$ cat src/rtl/modular_operand_stage.sv
`default_nettype none
// ============================================================================
// Module      : modular_operand_stage
// Description : Second stage of the pipelined modular adder/subtractor.
//               Accepts operand pairs (a, b) and an op select s over a
//               valid/ready handshake. It produces the raw result
//               v = a op b and the corrected result w = v -/+ m, together
//               with the flags the downstream selector needs (b4, b4_0)
//               and an operand range error flag. The modulus m is held in
//               a local register. The pipeline has two register stages
//               (capture, compute) and sustains one beat per clock.
//
//               Ports
//                 clk, rst_n         clock, synchronous active-low reset
//                 m_load, m_in       modulus load (honoured only when idle)
//                 m_ok               modulus register holds m >= 2
//                 in_valid/in_ready  operand handshake (in_s, in_a, in_b)
//                 out_valid/out_ready result handshake
//                 out_s, out_v, out_w, out_b4, out_b4_0, out_err
//                 busy               any stage holds a valid beat
// Revision    : 1.0 - initial release
// ============================================================================
module modular_operand_stage #(
    parameter int N = 4
) (
    input  logic         clk,
    input  logic         rst_n,
    input  logic         m_load,
    input  logic [N-1:0] m_in,
    output logic         m_ok,
    input  logic         in_valid,
    output logic         in_ready,
    input  logic         in_s,
    input  logic [N-1:0] in_a,
    input  logic [N-1:0] in_b,
    output logic         out_valid,
    input  logic         out_ready,
    output logic         out_s,
    output logic [N:0]   out_v,
    output logic [N:0]   out_w,
    output logic         out_b4,
    output logic         out_b4_0,
    output logic         out_err,
    output logic         busy
);

    localparam int c_W = N + 1;

    // ------------------------------------------------------------------
    // Registers
    // ------------------------------------------------------------------
    logic [N-1:0]   r_m_q;

    logic           r_st1_valid;
    logic           r_st1_s;
    logic [N-1:0]   r_st1_a;
    logic [N-1:0]   r_st1_b;
    logic           r_st1_err;

    logic           r_st2_valid;
    logic           r_st2_s;
    logic [c_W-1:0] r_st2_v;
    logic [c_W-1:0] r_st2_w;
    logic           r_st2_b4;
    logic           r_st2_b4_0;
    logic           r_st2_err;

    // ------------------------------------------------------------------
    // Handshake
    // ------------------------------------------------------------------
    logic w_st2_accept;
    logic w_st1_accept;
    logic w_in_fire;
    logic w_m_load_ok;
    logic w_in_err;

    assign busy         = r_st1_valid | r_st2_valid;
    // m >= 2 exactly when some bit above bit 0 is set.
    assign m_ok         = |r_m_q[N-1:1];

    assign w_st2_accept = ~r_st2_valid | out_ready;
    assign w_st1_accept = ~r_st1_valid | w_st2_accept;
    // in_ready never looks at in_valid; a pending m_load blocks new beats
    // so a load request and an operand cannot race each other.
    assign in_ready     = w_st1_accept & m_ok & ~m_load;
    assign w_in_fire    = in_valid & in_ready;

    // A load is only safe with nothing in flight and nothing being offered,
    // so every beat sees one consistent modulus from capture to compute.
    assign w_m_load_ok  = m_load & ~busy & ~in_valid;

    assign w_in_err     = (in_a >= r_m_q) | (in_b >= r_m_q);

    // ------------------------------------------------------------------
    // Stage 2 arithmetic (mod 2^(N+1), operands zero-extended)
    // ------------------------------------------------------------------
    logic [c_W-1:0] w_a_ext;
    logic [c_W-1:0] w_b_ext;
    logic [c_W-1:0] w_m_ext;
    logic [c_W-1:0] w_m_neg;
    logic [c_W-1:0] w_v;
    logic [c_W-1:0] w_corr;
    logic [c_W:0]   w_sum;

    assign w_a_ext = {1'b0, r_st1_a};
    assign w_b_ext = {1'b0, r_st1_b};
    assign w_m_ext = {1'b0, r_m_q};
    // Two's complement of m, i.e. 2^(N+1) - m.
    assign w_m_neg = (~w_m_ext) + {{N{1'b0}}, 1'b1};

    assign w_v     = r_st1_s ? (w_a_ext - w_b_ext) : (w_a_ext + w_b_ext);
    // Add: try v - m. Subtract: try v + m (undo a negative difference).
    assign w_corr  = r_st1_s ? w_m_ext : w_m_neg;
    // One extra bit so the carry out of bit N becomes b4_0.
    assign w_sum   = {1'b0, w_v} + {1'b0, w_corr};

    // ------------------------------------------------------------------
    // Modulus register
    // ------------------------------------------------------------------
    always_ff @(posedge clk) begin
        if (!rst_n) begin
            r_m_q <= '0;
        end else if (w_m_load_ok) begin
            r_m_q <= m_in;
        end
    end

    // ------------------------------------------------------------------
    // Stage 1: capture
    // ------------------------------------------------------------------
    always_ff @(posedge clk) begin
        if (!rst_n) begin
            r_st1_valid <= 1'b0;
            r_st1_s     <= 1'b0;
            r_st1_a     <= '0;
            r_st1_b     <= '0;
            r_st1_err   <= 1'b0;
        end else if (w_st1_accept) begin
            r_st1_valid <= w_in_fire;
            if (w_in_fire) begin
                r_st1_s   <= in_s;
                r_st1_a   <= in_a;
                r_st1_b   <= in_b;
                r_st1_err <= w_in_err;
            end
        end
    end

    // ------------------------------------------------------------------
    // Stage 2: compute. Holds still while the downstream stalls.
    // ------------------------------------------------------------------
    always_ff @(posedge clk) begin
        if (!rst_n) begin
            r_st2_valid <= 1'b0;
            r_st2_s     <= 1'b0;
            r_st2_v     <= '0;
            r_st2_w     <= '0;
            r_st2_b4    <= 1'b0;
            r_st2_b4_0  <= 1'b0;
            r_st2_err   <= 1'b0;
        end else if (w_st2_accept) begin
            r_st2_valid <= r_st1_valid;
            if (r_st1_valid) begin
                r_st2_s    <= r_st1_s;
                r_st2_v    <= w_v;
                r_st2_w    <= w_sum[c_W-1:0];
                r_st2_b4   <= w_corr[N];
                r_st2_b4_0 <= w_sum[c_W];
                r_st2_err  <= r_st1_err;
            end
        end
    end

    // ------------------------------------------------------------------
    // Outputs
    // ------------------------------------------------------------------
    assign out_valid = r_st2_valid;
    assign out_s     = r_st2_s;
    assign out_v     = r_st2_v;
    assign out_w     = r_st2_w;
    assign out_b4    = r_st2_b4;
    assign out_b4_0  = r_st2_b4_0;
    assign out_err   = r_st2_err;

endmodule
`default_nettype wire

$ cat config.mk
export PLATFORM = sky130hd
export DESIGN_NAME = modular_operand_stage
export DESIGN_NICKNAME = d
export VERILOG_FILES = /design/src/rtl/modular_operand_stage.sv
export SDC_FILE = /design/constraint.sdc
export NUM_CORES = 1
export LEC_CHECK = 0
export BUFFER_PORTS_ARGS = -buffer_cell sky130_fd_sc_hd__buf_2
export CAP_MARGIN = 20
export CORE_AREA = 8 8 52 85
export CTS_CLUSTER_DIAMETER = 60
export DETAILED_ROUTE_END_ITERATION = 8
export DIE_AREA = 0 0 60 93
export GPL_ROUTABILITY_DRIVEN = 1
export GPL_TIMING_DRIVEN = 0
export PLACE_DENSITY = 0.85
export SLEW_MARGIN = 0
export SYNTH_ARGS = -nofsm -noshare
export SYNTH_HDL_FRONTEND = slang
export SYNTH_SLANG_ARGS = --single-unit
$ cat constraint.sdc
create_clock -name clk -period 4.7 [get_ports clk]
set_input_delay 0.235 -clock clk [delete_from_list [all_inputs] [get_ports clk]]
set_output_delay 0.235 -clock clk [all_outputs]
set_load 0.01 [all_outputs]
==> results of run 1 <==
-- worst max path at each step --
stage	startpoint	to	cells past startpoint
4_1_cts	r_st1_s$_SDFFE_PN0P_	out_w[4]$_SDFFE_PN0P_	11
3_3_place_gp	r_st1_s$_SDFFE_PN0P_	out_w[4]$_SDFFE_PN0P_	11
6_report	r_st1_s$_SDFFE_PN0P_	out_w[4]$_SDFFE_PN0P_	11
2_1_floorplan	r_st1_s$_SDFFE_PN0P_	out_w[4]$_SDFFE_PN0P_	11
3_5_place_dp	r_st1_s$_SDFFE_PN0P_	out_w[4]$_SDFFE_PN0P_	11
5_1_grt	r_st1_s$_SDFFE_PN0P_	out_w[4]$_SDFFE_PN0P_	11
-- cell families after synthesis --
| group | count (synthesis) | share of synthesized area (%) |
|---|---|---|
| flip-flops | 30 | 32.9 |
| buffers and inverters | 24 | 6.31 |
| multiplexers | 11 | 6.11 |
| AND/OR/NAND/NOR | 73 | 22.1 |
| AO/OA/AOI/OAI | 36 | 13.5 |
| XOR/XNOR | 8 | 3.84 |
| adder cells (fa/ha/maj) | 21 | 15.2 |
-- layout make-up --
| type | count | area share (%) |
|---|---|---|
| Multi-Input combinational cell | 149 | 52.1 |
| Clock buffer | 7 | 3.59 |
| Sequential cell | 30 | 28.3 |
| Timing Repair Buffer | 34 | 8.00 |
| Buffer | 10 | 2.94 |
| Tap cell | 45 | 2.65 |
| Inverter | 14 | 2.47 |
-- power breakdown --
part	leakage, nW	switching (mW)	internal, mW
Combinational	0.649	0.0709	0.0647
Clock	0.0383	0.0936	0.102
Sequential	0.243	0.00514	0.262
Total	0.930	0.170	0.428
-- critical path: stages, from the launching register on --
cell and delay (ns):
dfxtp_1 0.31, clkbuf_1 0.36, mux2i_1 0.37, ha_1 0.29
nor2b_1 0.12, o21ai_0 0.18, nor2b_1 0.24, xnor2_1 0.18
ha_1 0.30, o21ai_0 0.13, or4b_2 0.62, o211ai_1 0.11
-- flip-flops by register name, indices dropped and copies added (netlist names) --
name and count:
out_valid 1, out_err 1, r_st1_valid 1, out_v 5, r_st1_a 4, r_st1_s 1
out_b4 1, out_s 1, r_m_q 4, out_b4_0 1, r_st1_b 4, out_w 5
r_st1_err 1
-- routing by layer --
metal | vias up | global-route usage, % | part of all wire [%]
met5 | - | 0 | 0
met4 | 0 | 10.6 | 4.0
met3 | 16 | 3.85 | 4.2
met2 | 37 | 27.3 | 54
met1 | 666 | 14.8 | 38
li1 | 770 | - | -
-- cells in the mapped netlist (2+ instances only) --
cell	count	area, um^2
a21boi_0	6	45.0
a21o_1	3	22.5
a21oi_1	10	50.1
a31oi_1	2	12.5
and2_1	3	18.8
clkbuf_1	7	26.3
dfxtp_1	30	601
fa_1	2	40.0
ha_1	19	238
inv_1	14	52.6
mux2i_1	10	100
nand2_1	21	78.8
nand2b_1	3	18.8
nand3_1	3	15.0
nand3b_1	3	22.5
nor2_1	12	45.0
nor2b_1	17	106
nor3_1	2	10.0
o211a_1	2	20.0
o211ai_1	2	15.0
o21ai_0	5	25.0
or4b_2	2	20.0
xnor2_1	6	52.6
xor2_1	2	17.5
-- cells in the final DEF (no fill, tap or decap), drive strengths merged, types with 2 or more instances in the layout --
cell	Yosys	layout
nand2	21	21
ha	19	19
and2	3	3
or4b	2	2
inv	14	14
a21oi	10	10
a21boi	6	6
nand2b	3	3
xor2	2	2
fa	2	2
mux2i	10	10
buf	3	37
nor2b	17	17
xnor2	6	6
nor3	2	2
nand3	3	3
nor2	12	12
clkbuf	7	14
nand3b	3	3
a31oi	2	2
a21o	3	3
dfxtp	30	30
o21ai	5	5
nor4b	2	2
o211a	2	2
o211ai	2	2
==> impl_metrics.tcl, run 1 <==
set metrics [dict create \
    outcome "complete, no violations" \
    yosysWarningCount 0 \
    r2r_cells 11 \
    p_per_area_nw_per_um2 281 \
    hold_ws_ns 0.195 \
    total_leakage_power_nw 0.930 \
    grt_usage_pct 15.4 \
    first_global_vias 1520 \
    instances_no_fill 289 \
    maxCapViolCount 0 \
    cts_hold_buf 0 \
    cp-start-kind "flip-flop" \
    period_minus_slack_ns 3.26 \
    rows 28 \
    p_total_mw 0.598 \
    r2r-end "out_w[4]$_SDFFE_PN0P_" \
    hpwl_um 3160 \
    synth_cells 203 \
    multi_input_area_um2 1110 \
    rsz0062_at_grt "false" \
    final_util_pct 63.9 \
    syn-num-nets 242 \
    top_level_ports 36 \
    setup_violations 0 \
    reg2reg_slack_ns 1.44 \
    cts_resized 0 \
    clock_latency_ns 0.29 \
    vias 1489 \
    whs_path_depth 3 \
    yosysSeqAreaShare_pct 32.9 \
    drc 0 \
    layout-area-overhead-vs-synth_pct 16.6 \
    avgRoutedWirePerCell_um 13.6 \
    nets 283 \
    grt_max_degree 11 \
    crit_fanout 10 \
    ys_dominant_reg_cell "dfxtp_1" \
    tritoncts "built" \
    routed_wl_um 3920 \
    dpl-instance-area_um2 2050 \
    drv_slew 0 \
    start_util_pct 54.8 \
    fin_ws_ns 1.44 \
    crit_required_ns 4.91 \
    grt_pass1_wl_um 6490 \
    fp.coreArea_um2 3330 \
    fillers 297 \
    port_buffers 34 \
    place.gp.congestion 0.866 \
    pre_cts_slack_ns 1.50 \
    cts_root_buf "clkbuf_8" \
    antenna_left 0 \
    drt-initial-drc-count 26 \
    htreeDepth 2 \
    cts_made_buffers 5 \
    clock-sinks 30 \
    postSynthAreaPerCell_um2 8.98 \
    antenna_found_initial 0 \
    ir_worst_vdd_v 0.000219 \
    hold_end "r_m_q[3]$_SDFFE_PN0P_" \
    firstDrtPassIters 4 \
    die_area_um2 5580 \
    endpoint_kind "flip-flop" \
    maxSlewHeadroom_pct 56.5 \
    max_freq_mhz 306 \
    path_class "flip-flop to flip-flop" \
    post-route-period-util_pct 69.4 \
    overflow 0 \
    finalHoldViolations 0 \
    finalSetupTns_ns 0 \
    diodes 0 \
    ys_ff_latch 30 \
    cp_data_arrival_time_ns 3.48 \
    synth_edf_count 0 \
    syn-cell-area_um2 1820 \
    ys_types 41 \
    regArea_um2 601 \
    stdcell_area_um2 2130 \
    fin_skew_ns 0.00239 \
    die_y_um 93 \
    cts_setup_buffers 0 \
    clk_path_buf_depth 2 \
    dieWidth_um 60 \
    max_slew.worst_pin.slew_ns 0.651 \
    vias_per_cell 5.15 \
    path_clk_slew_ns 0.06 \
    hold_class "input pin to flip-flop" \
    drive_gt1_share_pct 20.5 \
    place_inst 282 \
    timing.rr.start "r_st1_s$_SDFFE_PN0P_" \
    async_flop_share_pct 0 \
    hp-start "m_in[3]" \
]
(Power assumes the default switching activity.)
==> run 2, diff against run 1 <==
- ABC_AREA: default -> 1
- CORE_AREA: 8 8 52 85 -> 8 8 53 88
- DIE_AREA: 0 0 60 93 -> 0 0 61 96
- PLACE_DENSITY: 0.85 -> 0.81
- clock period: 4.7 -> 3.4 ns (I/O delays scaled with it)
==> run 2 against run 1 <==
Sequential power is 44% higher. Worst hold slack lost 0.071 ns. Routed wire length grew 5.3%.
==> impl_metrics.tcl, run 2 <==
set metrics [dict create \
    cpPeakStageDelay_ns 0.48 \
    grt_pass1_wl_um 7050 \
    ir_worst_vdd_v 0.000397 \
    yosysWarningCount 0 \
    path_clk_slew_ns 0.07 \
    ys_dominant_reg_cell "dfxtp_1" \
    cts_root_buf "clkbuf_8" \
    worstSetupEndpoint "out_w[3]$_SDFFE_PN0P_" \
    p_total_mw 1.09 \
    max_slew.worst_pin.slew_ns 0.438 \
    fin_ws_ns 0.835 \
    routed_wl_um 4130 \
    cp_slowest_cell "fa_1" \
    max_freq_mhz 390 \
    rows 29 \
    cts_resized 0 \
    first_global_vias 1700 \
    syn-num-nets 285 \
    multi_input_area_um2 1020 \
    place.gp.congestion 0.901 \
    finalHoldViolations 0 \
    path_class "flip-flop to flip-flop" \
    grt_util_met3_pct 3.61 \
    syn-cell-area_um2 1830 \
    r2r-end "out_w[3]$_SDFFE_PN0P_" \
    die_area_um2 5860 \
    vias_per_cell 5.01 \
    crit_start "r_st1_b[0]$_SDFFE_PN0P_" \
    ys_types 28 \
    tritoncts "built" \
    nets 327 \
    start_util_pct 51.9 \
    synth_edf_count 0 \
    top_level_ports 36 \
    yosysSeqAreaShare_pct 32.9 \
    cp_data_arrival_time_ns 2.75 \
    post-route-period-util_pct 75.4 \
    timing.rr.start "r_st1_b[0]$_SDFFE_PN0P_" \
    pre_cts_slack_ns 0.879 \
    synth_top_cell_area_share_pct 32.9 \
    drc 0 \
    regArea_um2 601 \
    cts_hold_buf 0 \
    maxSlewHeadroom_pct 70.8 \
    diodes 0 \
    grt_busiest_layer "met2" \
    crit_chain "inv_1 > ha_1 > o21ai_0 > fa_1 > xor2_1 > ha_1 > a21oi_1 > nand2_1 > nand2_1 > nand3_1 > nand2_1 > inv_1" \
    whs_path_depth 3 \
    postSynthAreaPerCell_um2 7.43 \
    path_common_cell "nand2_1" \
    synth_most_common_cell "nand2_1" \
    crit_required_ns 3.58 \
    rsz0062_at_grt "false" \
    yosys-top-cells-area "dfxtp_1, ha_1, a21oi_1, nand2_1, inv_1" \
    port_buffers 35 \
    reg2reg_slack_ns 0.83 \
    avgRoutedWirePerCell_um 12.4 \
    total_leakage_power_nw 1.13 \
    crit_fanout 4 \
    r2r_cells 12 \
    endpoint_kind "flip-flop" \
    yosys.area.top_type "dfxtp_1" \
    htreeDepth 2 \
    period_minus_slack_ns 2.57 \
    grt_max_degree 11 \
    fillers 350 \
    grtUsageMet1_pct 14.1 \
    synth_cells 246 \
    cp-start-kind "flip-flop" \
    hpwl_um 3420 \
    fp.coreArea_um2 3520 \
    antenna_left 0 \
    ys_ff_latch 30 \
    layout_common_cells "nand2_1, buf_2, inv_1" \
    outcome "complete, no violations" \
    maxCapViolCount 0 \
    hold_class "input pin to flip-flop" \
    fin_skew_ns 0.00728 \
    clock_latency_ns 0.28 \
    antenna_found_initial 0 \
    clock-sinks 30 \
    layout-area-overhead-vs-synth_pct 18.9 \
    async_flop_share_pct 0 \
    p_per_area_nw_per_um2 502 \
    overflow 0 \
    vias 1672 \
    synthTopCellsByCount "nand2_1, inv_1, a21oi_1, dfxtp_1, nor2_1" \
    clk_path_buf_depth 2 \
    setup_violations 0 \
    drv_slew 0 \
    firstDrtPassIters 4 \
    drive_gt1_share_pct 21.5 \
    dieWidth_um 61 \
    drt-initial-drc-count 23 \
    cts_setup_buffers 0 \
    cts_made_buffers 5 \
    finalSetupTns_ns 0 \
    die_y_um 96 \
    grt_use_met2_pct 31.5 \
    grt_usage_pct 15.9 \
]
## run 2: changes by cell type in the layout (fill, tap and decap cells not counted), moves of 10 or more
cell     before  now
mux2i_1      10    0
a21oi_1      10   30
o21ai_0       5   20
nand2_1      21   37
inv_1        14   36
nor2b_1      17    0
## run 2: report_power, final
group	total (mW)	switching [mW]	internal, mW	leakage, nW
logic	0.339	0.206	0.133	0.829
registers	0.384	0.0124	0.371	0.245
clock network	0.368	0.133	0.234	0.0573
total	1.09	0.352	0.738	1.13
## run 2: final cells by class
| class | count | area share [%] |
|---|---|---|
| plain buffers | 7 | 2.36 |
| clock buffers | 6 | 3.80 |
| multi-input cells | 168 | 46.9 |
| repair buffers | 35 | 8.06 |
| flip-flops and latches | 30 | 27.6 |
| clock inverters | 1 | 1.38 |
| well taps | 46 | 2.65 |
| inverters | 41 | 7.20 |
## run 2: worst min path at each step
stage	from	end	slack (ns)
after global routing	in_s	r_st1_s$_SDFFE_PN0P_	0.14
after CTS	in_s	r_st1_s$_SDFFE_PN0P_	0.13
after global placement	in_s	r_st1_s$_SDFFE_PN0P_	0.41
after floorplan	in_a[0]	r_st1_a[0]$_SDFFE_PN0P_	0.30
final	in_s	r_st1_s$_SDFFE_PN0P_	0.12
after detailed placement	in_s	r_st1_s$_SDFFE_PN0P_	0.41
## run 2: cell families after synthesis
family	count (synthesis)	synth area share (%)
AO/OA/AOI/OAI	65	18.3
XOR/XNOR	4	1.92
adder cells (fa/ha/maj)	21	15.2
buffers and inverters	48	11.4
flip-flops	30	32.9
AND/OR/NAND/NOR	78	20.3
## run 2: routing by layer
layer	up-vias	wire, um
li1	882	-
met1	753	1540
met2	28	2360
met3	9	127
met4	0	99
met5	-	0
## run 2: stage by stage
stage / area [um^2] / instances / utilization, % / hold slack, ns
2_1_floorplan: 1830 / 246 / - / 0.304
3_3_place_gp: 2060 / 327 / 58.5 / 0.405
3_5_place_dp: 2060 / 327 / 58.5 / 0.411
4_1_cts: 2170 / 334 / 61.7 / 0.126
5_1_grt: 2170 / 334 / 61.7 / 0.136
6_report: 2170 / 334 / 61.7 / 0.124
## run 2: worst max-delay path, delay by kind of cell (launching register included)
kind / cells / cell delay (ns)
AND/OR/NAND/NOR: 4 / 0.29
adder cells (fa/ha/maj): 3 / 1.09
XOR/XNOR: 1 / 0.32
AO/OA/AOI/OAI: 2 / 0.32
buffers and inverters: 2 / 0.10
flip-flops: 1 / 0.35
==> run 3, diff against run 2 <==
- clock period: 3.4 -> 2.4 ns (I/O delays scaled with it)
==> run 3 against run 2 <==
Combinational power is 79% higher. Clock power is 42% higher. Via count is 1.4% higher. First-iteration DRC count is 52% higher. Cell count stayed put. Routed wire length is 4.8% higher. Critical endpoint is now out_w[4]$_SDFFE_PN0P_. Worst setup slack worse by 0.71 ns. Final area is 5.3% higher.
==> impl_metrics.tcl, run 3 (synthesized netlist as in run 2, its figures left out) <==
set metrics [dict create \
    hold_class "input pin to flip-flop" \
    dieWidth_um 61 \
    maxCapViolCount 0 \
    vias_per_cell 5.08 \
    endpoint_kind "flip-flop" \
    pre_cts_slack_ns -0.121 \
    cpPeakStageDelay_ns 0.56 \
    period_minus_slack_ns 2.27 \
    place_inst 327 \
    overflow 0 \
    multi_input_area_um2 1130 \
    total_leakage_power_nw 1.14 \
    final_common_cell "buf_2" \
    top_level_ports 36 \
    drive_gt1_share_pct 27.8 \
    instances_no_fill 334 \
    die_area_um2 5860 \
    crit_fanout 3 \
    whs_path_depth 3 \
    vias 1696 \
    tritoncts "built" \
    layout-area-overhead-vs-synth_pct 25.2 \
    regArea_um2 603 \
    clock_latency_ns 0.28 \
    p_per_area_nw_per_um2 732 \
    max_freq_mhz 440 \
    avgRoutedWirePerCell_um 13.0 \
    path_clk_slew_ns 0.07 \
    hold_end "r_st1_s$_SDFFE_PN0P_" \
    drv_slew 0 \
    finalHoldViolations 0 \
    antenna_found_initial 0 \
    fp.coreArea_um2 3520 \
    cts_hold_buf 0 \
    hold_ws_ns 0.0748 \
    htreeDepth 2 \
    maxSlewHeadroom_pct 71.1 \
    timing.rr.start "r_st1_b[1]$_SDFFE_PN0P_" \
    reg2reg_slack_ns 0.13 \
    fillers 334 \
    cp_num_buf_inv 2 \
    hp-start "in_s" \
    clock-sinks 30 \
    cts_setup_buffers 0 \
    crit_chain "inv_1 > ha_1 > o21ai_2 > fa_2 > inv_2 > fa_2 > nand3b_1 > nand2_1 > nand2_1 > a31oi_1" \
    stdcell_area_um2 2290 \
    die_y_um 96 \
    cts_made_buffers 5 \
    routed_wl_um 4330 \
    drt-initial-drc-count 35 \
    dpl-instance-area_um2 2060 \
    path_delay_family "adder cells" \
    nets 327 \
    start_util_pct 51.9 \
    crit_required_ns 2.61 \
    diodes 0 \
    grt_max_degree 11 \
    cp-start-kind "flip-flop" \
    firstDrtPassIters 4 \
    antenna_left 0 \
    cp_data_arrival_time_ns 2.48 \
    ir_worst_vdd_v 0.000571 \
    grt_usage_pct 16.0 \
    cts_root_buf "clkbuf_8" \
    r2r_cells 10 \
    fin_skew_ns 0.00954 \
    first_global_vias 1714 \
    grt_pass1_wl_um 7150 \
    outcome "complete, no violations" \
    rows 29 \
    path_class "flip-flop to flip-flop" \
    clk_path_buf_depth 2 \
    max_slew.worst_pin.slew_ns 0.433 \
    port_buffers 35 \
    setup_violations 0 \
    r2r-end "out_w[4]$_SDFFE_PN0P_" \
    hpwl_um 3420 \
    drc 0 \
    fin_ws_ns 0.126 \
    place.gp.congestion 0.901 \
    layout_common_cells "buf_2, nand2_1, inv_1" \
    cp_slowest_cell "fa_2" \
    post-route-period-util_pct 94.8 \
]
==> run 3: cell types whose count changed in the layout (fill, tap and decap cells not counted), moves of 2 or more <==
cell	change
fa_2	+2
ha_4	+5
a21oi_1	-3
ha_1	-5
nand2_1	-2
nand2_2	+2
a21oi_2	+3
fa_1	-2
dfxtp_1	-2
dfxtp_2	+2
==> run 3: cell type report <==
type | count | area share [%]
plain buffers | 7 | 2.24
repair buffers | 35 | 7.65
clock inverters | 1 | 1.31
well taps | 46 | 2.52
flip-flops and latches | 30 | 26.4
clock buffers | 6 | 3.61
inverters | 41 | 6.83
multi-input cells | 168 | 49.5
==> run 3: per-layer routing <==
metal	track usage (%)	vias to the layer above	part of all wire [%]
met5	0	-	0
met4	7.24	0	2.0
met3	3.61	8	3.4
met2	31.6	33	58
met1	14.4	772	37
li1	-	883	-
==> run 3: worst max-delay path by stage <==
stage / slack, ns / depth (start not counted) / end / startpoint
2_1_floorplan: 0.13 / 12 / out_w[3]$_SDFFE_PN0P_ / r_st1_b[0]$_SDFFE_PN0P_
3_3_place_gp: -0.08 / 12 / out_w[3]$_SDFFE_PN0P_ / r_st1_b[0]$_SDFFE_PN0P_
3_5_place_dp: -0.12 / 12 / out_w[3]$_SDFFE_PN0P_ / r_st1_b[0]$_SDFFE_PN0P_
4_1_cts: 0.006 / 14 / out_w[4]$_SDFFE_PN0P_ / r_st1_b[0]$_SDFFE_PN0P_
5_1_grt: -0.06 / 15 / out_b4_0$_SDFFE_PN0P_ / r_st1_b[0]$_SDFFE_PN0P_
6_report: 0.13 / 10 / out_w[4]$_SDFFE_PN0P_ / r_st1_b[1]$_SDFFE_PN0P_
==> run 3: what timing repair did <==
action	4_1_cts	5_1_grt
setup endpoints to repair	3	3
gates resized for setup	5	16
pin swaps	0	3
cloned	0	0
==> run 3: per-stage QoR <==
step | total power, mW | TNS [ns] | util [%]
after global routing | 1.77 | -0.0738 | 65.0
after global placement | 1.02 | -0.136 | 58.5
after detailed placement | 1.03 | -0.262 | 58.5
final | 1.68 | 0 | 65.0
after CTS | 1.58 | 0 | 62.5
after floorplan | 0.913 | 0 | -
==> run 3: worst reg2reg max path, stage by stage (launching register included) <==
cell and delay, ns:
dfxtp_1 0.33, inv_1 0.07, ha_1 0.30, o21ai_2 0.07
fa_2 0.56, inv_2 0.06, fa_2 0.39, nand3b_1 0.18
nand2_1 0.08, nand2_1 0.05, a31oi_1 0.12
==> run 3: where the power goes <==
part	switching, mW	internal [mW]
clock network	0.190	0.332
logic	0.342	0.266
registers	0.0188	0.526
total	0.552	1.12
